--- src/rtl/mem_port_arbiter.sv ---
// mem_port_arbiter: shares one byte-wide memory port between the fetch
// requester (4-byte reads) and the data requester (8-byte loads/stores).
// Each granted request is serialized into little-endian byte cycles. Read
// bytes are reassembled into a single response word.
// Build option: define MEM_ARB_RR_EN for round-robin tie breaking. Without
// it, data wins every tie and no last-grant register exists.
module mem_port_arbiter #(
  parameter int MEM_BYTES = 524288,
  parameter int MA_W      = $clog2(MEM_BYTES)
) (
  input  logic            clk,
  input  logic            reset,
  input  logic            if_req,
  input  logic [63:0]     if_addr,
  output logic            if_gnt,
  output logic            if_valid,
  output logic [31:0]     if_rdata,
  output logic            if_err,
  input  logic            d_req,
  input  logic            d_we,
  input  logic [63:0]     d_addr,
  input  logic [63:0]     d_wdata,
  output logic            d_gnt,
  output logic            d_valid,
  output logic [63:0]     d_rdata,
  output logic            d_err,
  output logic [MA_W-1:0] mem_addr,
  output logic            mem_we,
  output logic [7:0]      mem_wdata,
  input  logic [7:0]      mem_rdata,
  output logic            busy
);

  localparam logic [1:0] S_IDLE  = 2'd0;
  localparam logic [1:0] S_XFER  = 2'd1;
  localparam logic [1:0] S_DRAIN = 2'd2;
  localparam logic [1:0] S_RESP  = 2'd3;

  // Latched request. Length is implied by the owner (data = 8, fetch = 4).
  typedef struct packed {
    logic            own_d;
    logic            we;
    logic [MA_W-1:0] base;
    logic [63:0]     wdata;
  } req_t;

  logic [1:0]  state;
  req_t        cur;
  req_t        nreq;
  logic [2:0]  k;
  logic [2:0]  k_nxt;
  logic [2:0]  len_m1;
  logic        last_xfer;
  logic [63:0] rbuf;
  logic [63:0] rbuf_nxt;
  logic        cap_en;
  logic [2:0]  cap_idx;
  logic        any_gnt;
  logic        tie_d;
  logic [63:0] req_addr;
  logic [64:0] req_end;
  logic        oor;
  logic        resp_go;
  logic        resp_err;
  logic        resp_own_d;
  logic        resp_ld;

`ifdef MEM_ARB_RR_EN
  logic last_d;

  // A tie goes to whichever requester was not granted last.
  assign tie_d = ~last_d;

  // Track the most recent winner; error grants count too.
  always_ff @(posedge clk or posedge reset) begin
    if (reset)       last_d <= 1'b0;
    else if (d_gnt)  last_d <= 1'b1;
    else if (if_gnt) last_d <= 1'b0;
  end
`else
  assign tie_d = 1'b1;
`endif

  // Grant only from IDLE, and never while reset is asserted.
  always_comb begin
    if_gnt = 1'b0;
    d_gnt  = 1'b0;
    if (!reset && state == S_IDLE) begin
      if (d_req && (!if_req || tie_d)) d_gnt  = 1'b1;
      else if (if_req)                 if_gnt = 1'b1;
    end
  end

  assign any_gnt = if_gnt | d_gnt;
  assign busy    = (state != S_IDLE);

  // Build the request to latch and range-check it in 65 bits, so a base
  // near 2^64 cannot wrap around into range.
  always_comb begin
    req_addr   = d_gnt ? d_addr : if_addr;
    nreq.own_d = d_gnt;
    nreq.we    = d_gnt & d_we;
    nreq.base  = req_addr[MA_W-1:0];
    nreq.wdata = d_gnt ? d_wdata : '0;
    req_end    = {1'b0, req_addr} + (d_gnt ? 65'd8 : 65'd4);
    oor        = req_end > 65'(MEM_BYTES);
  end

  assign len_m1    = cur.own_d ? 3'd7 : 3'd3;
  assign last_xfer = (k == len_m1);
  assign k_nxt     = k + 3'd1;

  // Synchronous read: the byte addressed in XFER step k arrives one cycle
  // later, so capture lags the address by one. DRAIN catches the last byte.
  always_comb begin
    cap_en   = 1'b0;
    cap_idx  = 3'd0;
    rbuf_nxt = rbuf;
    if (state == S_XFER && !cur.we && k != 3'd0) begin
      cap_en  = 1'b1;
      cap_idx = k - 3'd1;
    end else if (state == S_DRAIN) begin
      cap_en  = 1'b1;
      cap_idx = len_m1;
    end
    if (cap_en) rbuf_nxt[{cap_idx, 3'b000} +: 8] = mem_rdata;
  end

  // Sequencer and registered memory port. Outside XFER the port idles at 0.
  always_ff @(posedge clk or posedge reset) begin
    if (reset) begin
      state     <= S_IDLE;
      cur       <= '0;
      k         <= 3'd0;
      rbuf      <= '0;
      mem_addr  <= '0;
      mem_we    <= 1'b0;
      mem_wdata <= '0;
    end else begin
      case (state)
        S_IDLE: begin
          if (any_gnt) begin
            cur  <= nreq;
            k    <= 3'd0;
            rbuf <= '0;
            if (oor) begin
              state <= S_RESP;
            end else begin
              state     <= S_XFER;
              mem_addr  <= nreq.base;
              mem_we    <= nreq.we;
              mem_wdata <= nreq.wdata[7:0];
            end
          end
        end
        S_XFER: begin
          rbuf <= rbuf_nxt;
          if (last_xfer) begin
            mem_addr  <= '0;
            mem_we    <= 1'b0;
            mem_wdata <= '0;
            state     <= cur.we ? S_RESP : S_DRAIN;
          end else begin
            k         <= k_nxt;
            mem_addr  <= cur.base + MA_W'(k_nxt);
            mem_we    <= cur.we;
            mem_wdata <= cur.wdata[{k_nxt, 3'b000} +: 8];
          end
        end
        S_DRAIN: begin
          rbuf  <= rbuf_nxt;
          state <= S_RESP;
        end
        default: begin
          state <= S_IDLE;
          k     <= 3'd0;
        end
      endcase
    end
  end

  // Response is loaded on the edge that enters RESP, so valid is high
  // exactly during RESP.
  always_comb begin
    resp_go    = 1'b0;
    resp_err   = 1'b0;
    resp_own_d = cur.own_d;
    resp_ld    = !cur.we;
    if (state == S_IDLE && any_gnt && oor) begin
      resp_go    = 1'b1;
      resp_err   = 1'b1;
      resp_own_d = d_gnt;
      resp_ld    = 1'b1;
    end else if (state == S_XFER && last_xfer && cur.we) begin
      resp_go = 1'b1;
    end else if (state == S_DRAIN) begin
      resp_go = 1'b1;
    end
  end

  // Response registers: strobes last one cycle, data/err hold until the
  // owner's next response. Stores leave d_rdata untouched.
  always_ff @(posedge clk or posedge reset) begin
    if (reset) begin
      if_valid <= 1'b0;
      if_rdata <= '0;
      if_err   <= 1'b0;
      d_valid  <= 1'b0;
      d_rdata  <= '0;
      d_err    <= 1'b0;
    end else begin
      if_valid <= 1'b0;
      d_valid  <= 1'b0;
      if (resp_go) begin
        if (resp_own_d) begin
          d_valid <= 1'b1;
          d_err   <= resp_err;
          if (resp_ld) d_rdata <= resp_err ? 64'h0 : rbuf_nxt;
        end else begin
          if_valid <= 1'b1;
          if_err   <= resp_err;
          if_rdata <= resp_err ? 32'h0 : rbuf_nxt[31:0];
        end
      end
    end
  end

endmodule
--- config.mk ---
export PLATFORM = sky130hd
export DESIGN_NAME = mem_port_arbiter
export DESIGN_NICKNAME = d
export VERILOG_FILES = /design/src/rtl/mem_port_arbiter.sv
export SDC_FILE = /design/constraint.sdc
export NUM_CORES = 1
export LEC_CHECK = 0
export CORE_MARGIN = 3
export CORE_UTILIZATION = 40
export DETAILED_ROUTE_END_ITERATION = 10
export PLACE_DENSITY = 0.63
export SYNTH_ARGS = -nofsm -noshare
export SYNTH_HDL_FRONTEND = slang
export SYNTH_SLANG_ARGS = --single-unit
--- constraint.sdc ---
create_clock -name clk -period 48.3 [get_ports clk]
set_input_delay 14.49 -clock clk [delete_from_list [all_inputs] [get_ports clk]]
set_output_delay 14.49 -clock clk [all_outputs]
set_load 0.02 [all_outputs]
; ---- After elaboration in Yosys (flattened, before gate mapping)
; Cells that the tools add are included.
[word_totals]
ff_bits = 282
output_inout_bits = 131
in_bits = 205
elab_cells = 107
[op_classes]
shift = 3
reduce_logical = 23
n_lt_le_gt_ge = 1
n_eq_ne = 7
add_sub_neg = 5
n_bitwise = 4
n_mux = 48
[ops]
columns = operator, n
row1 = 64-bit 2-to-1 mux, 5
row2 = 64-bit case mux with 2 select lines, 1
row3 = 64-bit by 4-bit adder with 65-bit output, 1
row4 = 65-bit by 20-bit > comparator with 1-bit output (second input constant), 1
row5 = 64-bit bitwise mux, 1
row6 = 8-bit by 8-bit variable shift with 64-bit output (first input constant), 1
row7 = 64-bit by 7-bit indexed part select with 8-bit output, 1
row8 = 8-bit by 8-bit indexed part select with 64-bit output, 1
row9 = 19-bit 2-to-1 mux, 3
row10 = 19-bit case mux with 2 select lines, 1
row11 = 32-bit 2-to-1 mux, 1
row12 = 8-bit 2-to-1 mux, 3
row13 = 1-bit 2-to-1 mux, 20
row14 = 19-bit by 3-bit adder with 19-bit output, 1
row15 = 8-bit case mux with 2 select lines, 1
row16 = 3-bit 2-to-1 mux, 5
row17 = 2-bit AND reduction, 5
row18 = 3-bit case mux with 3 select lines, 1
row19 = 3-bit AND reduction, 3
row20 = 2-bit inequality test (second input constant), 4
row21 = 6-bit negator with 8-bit output, 1
row22 = 1-bit logical AND, 7
row23 = 2-bit 2-to-1 mux, 3
row24 = 2-bit case mux with 3 select lines, 1
row25 = other kinds (15), 19

; ---- Depth between registers and ports, before layout
; Gate-level depths: netlist of run 1.
[depth]
depth_word = 10
depth_mapped = 27
ltp_nobuf = 16

; ---- Worst setup path after synthesis of run 1
; OpenSTA, ideal clock, no wires.
[synth_timing]
kind = input to output
start = in reset
end = out if_gnt
path_slack_ns = 12.147
cell_stages = 5
required_ns = 33.810
arrival_time_ns = 21.663
path_buffers = 1
cell_sequence = inv_1 > and3_1 > buf_1 > nand2_1 > inv_1
[synth_via]
elab_chain_len = 3
[synth_rtl]
columns = element, line_no
row1 = "start, declared", 12  ; input logic reset,
row2 = 1-bit logical NOT (no source line), -
row3 = 1-bit logical AND, 88  ; if (!reset && state == S_IDLE) begin
row4 = 1-bit 2-to-1 mux, 88
row5 = "end, declared", 15  ; output logic if_gnt,
; Every way passes these cells.

; ---- Final worst setup path of run 1
; Ends and elaborated chain as after synthesis.

==> run_results.csv, run 1 <==
group,metric,value,unit
run_status,status,"completed",
logic_synthesis,synth.distinct_cells,85,
timing,finalSetupTns,0,ps
logic_synthesis,synthFlopType,"dfrtp_1",
routing,viasPerCell,6.05,
global_route,grt_pass1_wl,91600,um
finish,finalInstanceArea,21300,um^2
logic_synthesis,ys_seq_area_share,42.4,%
place,gp_congestion,0.936,
routing,routed_wl,58800,um
floorplanning,die_y,210,um
logic_synthesis,async_reset_ff_share,100,%
critical_path,worstPathCellList,"clkdlybuf4s50_1, inv_8, and3_1, nand2_1, inv_1, clkdlybuf4s50_1",
global_route,track_usage,25.9,%
timing,setup_violations,0,
critical_path,cp.required,33810,ps
clock_network,holdBufCountCts,0,
logic_synthesis,ys_top_cells_by_area,"dfrtp_1 (42%), mux2i_1 (7.0%), a22o_1 (5.3%)",
logic_synthesis,syn-num-nets,1914,
finish,area_delta_synth_final,28.2,%
clock_network,clock-sinks,282,
timing,relSlewSlack,23.9,%
clock_network,ctsRootBufferMaster,"clkbuf_16",
critical_path,r2r_end,"d_rdata[11]$_DFFE_PP0P_",
clock_network,clk_pin_slew_worst_paths,60,ps
critical_path,slowest_stage,"and3_1",
hold_path,hold_path.class,"reg -> reg",
logic_synthesis,synth_top_area_share,42.4,%
critical_path,r2r_cells,14,
clock_network,cts_setup_buffers,0,
floorplanning,coreArea,40900,um^2
critical_path,path_class,"in -> out",
critical_path,worstPathArrival,17350,ps
timing,final_max_slew_viol_count,0,
clock_network,htreeDepth,1,
finish,layout.cells.non_filler,2512,
logic_synthesis,ys_ff_latch,282,
power,leakagePower,0.00861,uW
place,io_buffers,335,
clock_network,cts_tree,"built",
logic_synthesis,syn-cell-area,16600,um^2
clock_network,clock_path_buffers,3,
global_route,grt_pass1_vias,15100,
routing,first_pass_iters,5,
routing,drc_errors,0,
finish,final_cell_mix,"clkdlybuf4s50_1 (335), dfrtp_1 (282), nand2_1 (159), mux2i_1 (116), a22o_1 (100)",
logic_synthesis,avgSynthCellArea,9.82,um^2
floorplanning,die_w,210,um
critical_path,cpMostUsedCell,"clkdlybuf4s50_1",
floorplanning,row_count,74,
routing,routedWlPerCell,23.4,um
clock_network,clock_latency,570,ps
global_route,overflow,0,
routing,via_count,15200,
timing,fin_crit_sh,65.9,%
global_route,grt_max_degree,154,
critical_path,r2r_setup_slack,41030,ps
flow_run,maxCapViolations,0,
finish,n_antenna_cell,0,
floorplanning,die-area,44100,um^2
finish,final_common_cell,"clkdlybuf4s50_1",
timing,rsz0062_at_grt,"no",
floorplanning,start_util,40.6,%
logic_synthesis,synth-edff-count,0,
place,hpwlAfterDp,42200,um
place,dp_cells,2459,
critical_path,start_kind,"input port",
critical_path,crit_buf_inv,4,
critical_path,cpPeakStageDelay,630,ps
timing,fin_crit,31840,ps
timing,hold_viol_final,0,
logic_synthesis,yosysTopAreaCell,"dfrtp_1",
critical_path,crit_family,"buffers and inverters",
finish,nets,2180,
timing,hold_slack,475,ps
clock_network,cts_resized,0,
timing,worst_pin_slew,1140,ps
global_route,antenna_found_initial,0,
timing,fin_skew,17.1,ps
floorplanning,io_pins,336,
finish,final_layout_size_suffix_gt1_share,6.31,%
critical_path,crit_end,"if_gnt",
power,p_per_area,53.4,nW/um^2
critical_path,cp_max_fo,132,
critical_path,r2r-start,"state[0]$_DFFE_PP0P_",
critical_path,worst-path-stages,6,
critical_path,worstSetupStartpoint,"reset",
routing,drt_iter0_drc,1442,
logic_synthesis,synth_cells,1693,
timing,fmax,31.4,MHz
logic_synthesis,ys_warn_count,0,
power,ir_drop,35.9,uV
routing,final_antenna_net_count,0,
place,placed_area,20400,um^2
critical_path,cp-end-kind,"output port",
clock_network,cts_buffers,30,
[cell type report]
class / count / area (um^2)
Inverter: 19 / 83.8
Tap cell: 532 / 666
Clock buffer: 48 / 920
Sequential cell: 282 / 7060
Timing Repair Buffer: 354 / 3520
Clock inverter: 5 / 27.5
Multi-Input combinational cell: 1272 / 9050
Fill cell: 3734 / 19600
[report_power, final]
group	leakage [uW]	switching [uW]	internal [uW]	total [uW]
Sequential	0.00371	60.3	323	383
Combinational	0.00444	304	228	532
Clock	0.000466	94.8	129	224
[Yosys cell counts (5+ instances only)]
| cell type | instances |
|---|---|
| a211oi_1 | 22 |
| a21boi_0 | 5 |
| a21o_1 | 18 |
| a21oi_1 | 60 |
| a22o_1 | 100 |
| a22oi_1 | 12 |
| a31oi_1 | 32 |
| a32oi_1 | 5 |
| and2_1 | 35 |
| and3_1 | 18 |
| and4_1 | 15 |
| buf_1 | 19 |
| buf_2 | 12 |
| clkbuf_1 | 84 |
| dfrtp_1 | 282 |
| ha_1 | 15 |
| inv_1 | 17 |
| mux2_1 | 18 |
| mux2_2 | 17 |
| mux2i_1 | 116 |
| mux4_2 | 16 |
| nand2_1 | 159 |
| nand2b_1 | 5 |
| nand3_1 | 66 |
| nand4_1 | 40 |
| nand4b_1 | 5 |
| nor2_1 | 87 |
| nor2b_1 | 13 |
| nor3_1 | 46 |
| nor4_1 | 16 |
| nor4b_1 | 5 |
| o211ai_1 | 6 |
| o21ai_0 | 60 |
| o22ai_1 | 33 |
| o2bb2ai_1 | 67 |
| o31ai_1 | 8 |
| or2_2 | 5 |
| or3_1 | 7 |
| or4_1 | 12 |
| xnor2_1 | 22 |
| xor2_1 | 31 |
[worst min path at each step]
stage,start,endpoint,slack [ps],depth (start not counted)
after floorplan,rbuf[16]$_DFFE_PP0P_,rbuf[16]$_DFFE_PP0P_,440,2
after global placement,rbuf[16]$_DFFE_PP0P_,rbuf[16]$_DFFE_PP0P_,450,2
after detailed placement,rbuf[20]$_DFFE_PP0P_,rbuf[20]$_DFFE_PP0P_,460,2
after CTS,rbuf[20]$_DFFE_PP0P_,rbuf[20]$_DFFE_PP0P_,480,2
after global routing,cur[28]$_DFFE_PP0P_,cur[28]$_DFFE_PP0P_,500,1
final,rbuf[20]$_DFFE_PP0P_,rbuf[20]$_DFFE_PP0P_,480,2
[worst reg2reg max path, delay by kind of cell (launching register included)]
| family | cells | cell delay (ps) |
|---|---|---|
| adders and majority gates | 1 | 460 |
| AOI/OAI and AO/OA | 4 | 1260 |
| DFF | 1 | 420 |
| buffers and inverters | 4 | 1980 |
| and+or+nand+nor | 4 | 2520 |
| muxes | 1 | 550 |
[logic make-up (layout without fill, tap and decap cells)]
family	count (synthesis)	after routing	synth area share (%)
XOR/XNOR	53	53	2.79
flip-flops	282	282	42.4
multiplexers	167	167	11.5
buffers and inverters	139	426	3.41
AND/OR/NAND/NOR	559	559	17.5
adder cells (fa/ha/maj)	16	16	1.25
AO/OA/AOI/OAI	477	477	21.1
[state kept, by name (all words and copies together) (netlist names), 2 cells and up]
signal	count
mem_addr	19
state	2
k	3
cur	85
if_rdata	32
mem_wdata	8
rbuf	64
d_rdata	64
[layer usage]
| metal | vias to the layer above | track usage (%) | part of all wire (%) |
|---|---|---|---|
| met5 | - | 0 | 0 |
| met4 | 0 | 6.24 | 2.5 |
| met3 | 89 | 3.44 | 6.1 |
| met2 | 553 | 42.1 | 47 |
| met1 | 7547 | 36.9 | 45 |
| li1 | 6997 | - | - |
[metrics by stage]
stage          setup WS (ps)  total power [uW]  utilization [%]
2_1_floorplan          12150               708                -
3_3_place_gp           16340               907             49.8
3_5_place_dp           16320               917             49.8
4_1_cts                16320              1150             52.1
5_1_grt                16150              1210             52.1
6_report               16460              1140             52.1
No activity file was read; power rests on OpenSTA's default activity.
==> run 2, diff against run 1 <==
PLACE_DENSITY = 0.65   (was 0.63)
clock period = 28.9 ns   (was 48.3 ns; I/O delays follow)
==> run 2 against run 1 <==
  * Routed wire length down 0.34%
  * Utilization up 0.40 points
  * Cell area up 0.77%
  * Largest cell class unchanged
  * Largest power group unchanged
  * First-iteration DRC count down 3.7%
  * Highest routed layer is now met5
  * Die area unchanged
==> run_results.csv, run 2 (same netlist as run 1, synthesis figures left out) <==
group,metric,value,unit
run_status,status,"completed",
timing,fin_ws,8670,ps
clock_network,cts_buffers,30,
routing,first_pass_iters,5,
place,io_buffers,335,
timing,fin_crit_sh,70.0,%
power,p_per_area,91.3,nW/um^2
critical_path,path_class,"in -> out",
finish,final_common_cell,"clkdlybuf4s50_1",
global_route,overflow,0,
routing,viasPerCell,6.12,
critical_path,cpPeakStageDelay,680,ps
finish,nets,2180,
routing,routed_wl,58600,um
critical_path,cp-end-kind,"output port",
place,gp_congestion,0.950,
clock_network,clock-sinks,282,
critical_path,worstPathArrival,11560,ps
timing,fmax,49.4,MHz
critical_path,r2r_setup_slack,22170,ps
critical_path,crit_family,"buffers and inverters",
clock_network,cts_tree,"built",
hold_path,hold_path.class,"reg -> reg",
critical_path,cpMostUsedCell,"clkdlybuf4s50_1",
critical_path,crit_buf_inv,4,
timing,fin_crit,20230,ps
timing,finalSetupTns,0,ps
hold_path,hold_end,"rbuf[17]$_DFFE_PP0P_",
floorplanning,die-area,44100,um^2
hold_path,holdPathStages,2,
finish,area_delta_synth_final,29.2,%
power,ir_drop,66.3,uV
clock_network,cts_resized,0,
timing,worst_pin_slew,1220,ps
timing,final_max_slew_viol_count,0,
floorplanning,io_pins,336,
global_route,antenna_found_initial,3,
global_route,grt_max_degree,130,
timing,rsz0062_at_grt,"no",
finish,top_register,"cur",
critical_path,r2r-start,"state[0]$_DFFE_PP0P_",
clock_network,cts_setup_buffers,0,
clock_network,clk_pin_slew_worst_paths,60,ps
routing,routedWlPerCell,23.3,um
timing,relSlewSlack,19.0,%
finish,largestRegisters,"cur x85, d_rdata x64, rbuf x64",
timing,setup_violations,0,
place,hpwlAfterDp,42000,um
floorplanning,coreArea,40900,um^2
routing,final_antenna_net_count,0,
floorplanning,die_y,210,um
timing,hold_viol_final,0,
finish,utilization,52.5,%
critical_path,start_kind,"input port",
finish,final_cell_mix,"clkdlybuf4s50_1 (335), dfrtp_1 (282), nand2_1 (159), mux2i_1 (116), a22o_1 (100)",
floorplanning,die_w,210,um
global_route,grt_pass1_vias,15200,
critical_path,slowest_stage,"inv_8",
clock_network,holdBufCountCts,0,
hold_path,min-delay-start,"rbuf[17]$_DFFE_PP0P_",
clock_network,ctsRootBufferMaster,"clkbuf_16",
critical_path,worstPathCellList,"clkdlybuf4s50_1, inv_8, and3_1, nand2_1, inv_1, clkdlybuf4s50_1",
critical_path,r2r_cells,15,
critical_path,r2r_end,"d_rdata[43]$_DFFE_PP0P_",
flow_run,maxCapViolations,0,
critical_path,cp.required,20230,ps
global_route,grt_pass1_wl,90200,um
finish,final_layout_size_suffix_gt1_share,6.66,%
clock_network,htreeDepth,1,
finish,multiInputGateArea,9050,um^2
place,dp_slack,8620,ps
critical_path,cp_max_fo,129,
routing,drt_iter0_drc,1389,
routing,via_count,15400,
finish,n_antenna_cell,0,
global_route,track_usage,25.5,%
routing,drc_errors,0,
clock_network,clock_latency,550,ps
floorplanning,start_util,40.6,%
finish,seqCellArea,7060,um^2
finish,n_fill_cell,3717,
power,leakagePower,0.00870,uW
power,p_total,1960,uW
timing,fin_skew,8.19,ps
finish,largest_register_ffs,85,
clock_network,clock_path_buffers,3,
floorplanning,row_count,74,
run 2: changes by cell type in the layout (fill, tap and decap cells not counted):
cell,change
clkbuf_1,-6
inv_6,+1
clkinvlp_4,-1
clkinv_2,-3
buf_12,-2
clkinv_4,+2
clkbuf_8,+2
bufinv_16,+6
buf_4,+2
run 2: worst min-delay path: cells and delay by family (launching register included):
family | cells | cell delay [ps]
simple gates | 1 | 40
flops | 1 | 340
compound gates | 1 | 60
run 2: layer usage:
layer	up-vias	wire length [um]	share of wire (%)	track usage, %
met5	-	13	0.022	0
met4	2	1520	2.6	6.56
met3	105	3910	6.7	4.07
met2	633	27900	48	42.3
met1	7650	25300	43	35.0
li1	6979	-	-	-
run 2: how the worst max path moves through the flow:
| stage | start | endpoint | slack, ps | depth (start not counted) |
|---|---|---|---|---|
| finish | reset | if_gnt | 8670 | 6 |
| detailed placement | reset | if_gnt | 8620 | 6 |
| CTS | reset | if_gnt | 8600 | 6 |
| floorplan | reset | if_gnt | 4390 | 5 |
| global route | reset | if_gnt | 8430 | 6 |
| global placement | reset | if_gnt | 8610 | 6 |
run 2: report_power, final:
part | switching, uW | total, uW | internal, uW
Clock | 160 | 434 | 274
Combinational | 506 | 886 | 380
Sequential | 101 | 641 | 540
Total | 768 | 1960 | 1190
run 2: stage by stage:
stage | cell area (um^2) | hold slack [ps] | std cells
after floorplan | 16600 | 442 | 1693
after global placement | 20400 | 455 | 2459
after detailed placement | 20400 | 463 | 2459
after CTS | 21500 | 478 | 2513
after global routing | 21500 | 496 | 2513
final | 21500 | 477 | 2513
run 2: cell type report:
type                    instances  share of cell area (%)
clock inverters                10                   0.984
well taps                     532                    3.10
repair buffers                354                    16.3
flip-flops and latches        282                    32.8
multi-input cells            1272                    42.1
inverters                      19                   0.390
clock buffers                  44                    4.30
==> run 3, diff against run 2 <==
PLACE_DENSITY = 0.63   (was 0.65)
clock period = 19.45 ns   (was 28.9 ns; I/O delays follow)
==> run 3 against run 2 <==
  * Clock skew is 2.2 ps higher
  * Flip-flop and latch count stayed put
  * Die area stayed put
  * Count of clock-buffer cells in the layout stayed put
  * Largest cell class unchanged
==> run_results.csv, run 3 (same netlist as run 1, synthesis figures left out) <==
group,metric,value,unit
clock_network,ctsRootBufferMaster,"clkbuf_16",
floorplanning,start_util,40.6,%
finish,final_common_cell,"clkdlybuf4s50_1",
routing,via_count,15200,
global_route,grt_max_degree,154,
global_route,track_usage,25.7,%
finish,largestRegisters,"cur x85, d_rdata x64, rbuf x64",
timing,fin_crit_sh,75.5,%
critical_path,worstPathArrival,8840,ps
place,hpwlAfterDp,41900,um
clock_network,clk_pin_slew_worst_paths,70,ps
routing,routed_wl,59000,um
critical_path,r2r_end,"d_rdata[50]$_DFFE_PP0P_",
timing,relSlewSlack,18.4,%
clock_network,clock_latency,570,ps
finish,final_cell_mix,"clkdlybuf4s50_1 (335), dfrtp_1 (282), nand2_1 (159), mux2i_1 (116), a22o_1 (100)",
clock_network,cts_buffers,30,
floorplanning,coreArea,40900,um^2
critical_path,start_kind,"input port",
power,p_switching,1150,uW
critical_path,path_class,"in -> out",
routing,viasPerCell,6.07,
timing,rsz0062_at_grt,"no",
floorplanning,die_y,210,um
power,switching_share,40.5,%
critical_path,r2r_cells,17,
finish,final_layout_size_suffix_gt1_share,6.42,%
timing,fin_skew,10.4,ps
flow_run,maxCapViolations,0,
power,leakagePower,0.00862,uW
place,placed_area,20400,um^2
power,seq_power_share,33.5,%
clock_network,clock_path_buffers,3,
finish,nets,2178,
global_route,overflow,0,
clock_network,cts_resized,0,
finish,area_delta_synth_final,28.3,%
timing,fmax,68.1,MHz
critical_path,crit_end,"if_gnt",
finish,largest_register_ffs,85,
power,ir_drop,84.7,uV
timing,finalSetupTns,0,ps
place,gp_congestion,0.927,
global_route,grt_most_used_layer,"met2",
finish,n_antenna_cell,0,
global_route,grt_pass1_wl,90500,um
critical_path,r2r-start,"state[0]$_DFFE_PP0P_",
timing,hold_viol_final,0,
timing,fin_ws,4770,ps
critical_path,r2r_setup_slack,12260,ps
finish,finalInstanceArea,21300,um^2
place,dp_cells,2457,
timing,fin_crit,14680,ps
critical_path,worstSetupStartpoint,"reset",
critical_path,cp.required,13610,ps
place,dp_slack,4700,ps
power,clkPwrFrac,20.0,%
clock_network,cts_tree,"built",
routing,final_antenna_net_count,0,
global_route,met2_usage,41.6,%
power,p_per_area,134,nW/um^2
timing,setup_violations,0,
finish,n_fill_cell,3774,
floorplanning,die_w,210,um
run_status,status,"completed",
clock_network,htreeDepth,1,
finish,layout.cells.non_filler,2511,
finish,top_register,"cur",
power,comb_power_share,46.5,%
floorplanning,io_pins,336,
floorplanning,die-area,44100,um^2
routing,routedWlPerCell,23.5,um
finish,utilization,52.1,%
routing,drc_errors,0,
power,p_int,1700,uW
clock_network,cts_setup_buffers,0,
routing,drt_iter0_drc,1141,
hold_path,hold_path.class,"reg -> reg",
timing,worst_pin_slew,1220,ps
finish,seqCellArea,7060,um^2
floorplanning,row_count,74,
critical_path,cp_max_fo,141,
routing,first_pass_iters,7,
global_route,grtUsageMet1,35.7,%
global_route,antenna_found_initial,2,
global_route,grtUsageMet3,4.44,%
clock_network,holdBufCountCts,0,
global_route,grt_pass1_vias,15100,
place,io_buffers,335,
critical_path,cp-end-kind,"output port",
finish,multiInputGateArea,9050,um^2
clock_network,clock-sinks,282,
timing,final_max_slew_viol_count,0,
run 3: stage by stage:
| step | total power (uW) | hold WS (ps) |
|---|---|---|
| after global routing | 3020 | 505 |
| after global placement | 2250 | 454 |
| after detailed placement | 2280 | 464 |
| after CTS | 2860 | 479 |
| final | 2850 | 478 |
| after floorplan | 1760 | 442 |
run 3: power by group through the flow:
stage | registers [uW] | clock network (uW) | logic [uW]
floorplan | 1030 | 0 | 730
global placement | 955 | 0 | 1300
detailed placement | 959 | 0 | 1320
CTS | 955 | 582 | 1330
global route | 981 | 604 | 1430
finish | 955 | 572 | 1320
run 3: how the worst min path moves through the flow:
| stage | start | to | slack, ps | depth (start not counted) |
|---|---|---|---|---|
| after floorplan | rbuf[16]$_DFFE_PP0P_ | rbuf[16]$_DFFE_PP0P_ | 440 | 2 |
| after global placement | rbuf[16]$_DFFE_PP0P_ | rbuf[16]$_DFFE_PP0P_ | 450 | 2 |
| after detailed placement | rbuf[21]$_DFFE_PP0P_ | rbuf[21]$_DFFE_PP0P_ | 460 | 2 |
| after CTS | rbuf[21]$_DFFE_PP0P_ | rbuf[21]$_DFFE_PP0P_ | 480 | 2 |
| after global routing | d_rdata[50]$_DFFE_PP0P_ | d_rdata[50]$_DFFE_PP0P_ | 500 | 1 |
| final | rbuf[21]$_DFFE_PP0P_ | rbuf[21]$_DFFE_PP0P_ | 480 | 2 |
run 3: final cells by class:
class	instances	share of cell area, %
Sequential cell	282	33.1
Clock buffer	44	4.19
Inverter	19	0.393
Multi-Input combinational cell	1272	42.4
Timing Repair Buffer	352	16.4
Tap cell	532	3.12
Clock inverter	10	0.375
run 3: layer usage:
layer	vias up	routed length, um
li1	6987	-
met1	7592	25800
met2	570	27500
met3	93	4070
met4	4	1610
met5	-	27
run 3: worst max-delay path, cell delays in order:
cell	delay, ps
clkdlybuf4s50_1	550
inv_8	680
and3_1	660
nand2_1	240
inv_1	170
clkdlybuf4s50_1	640
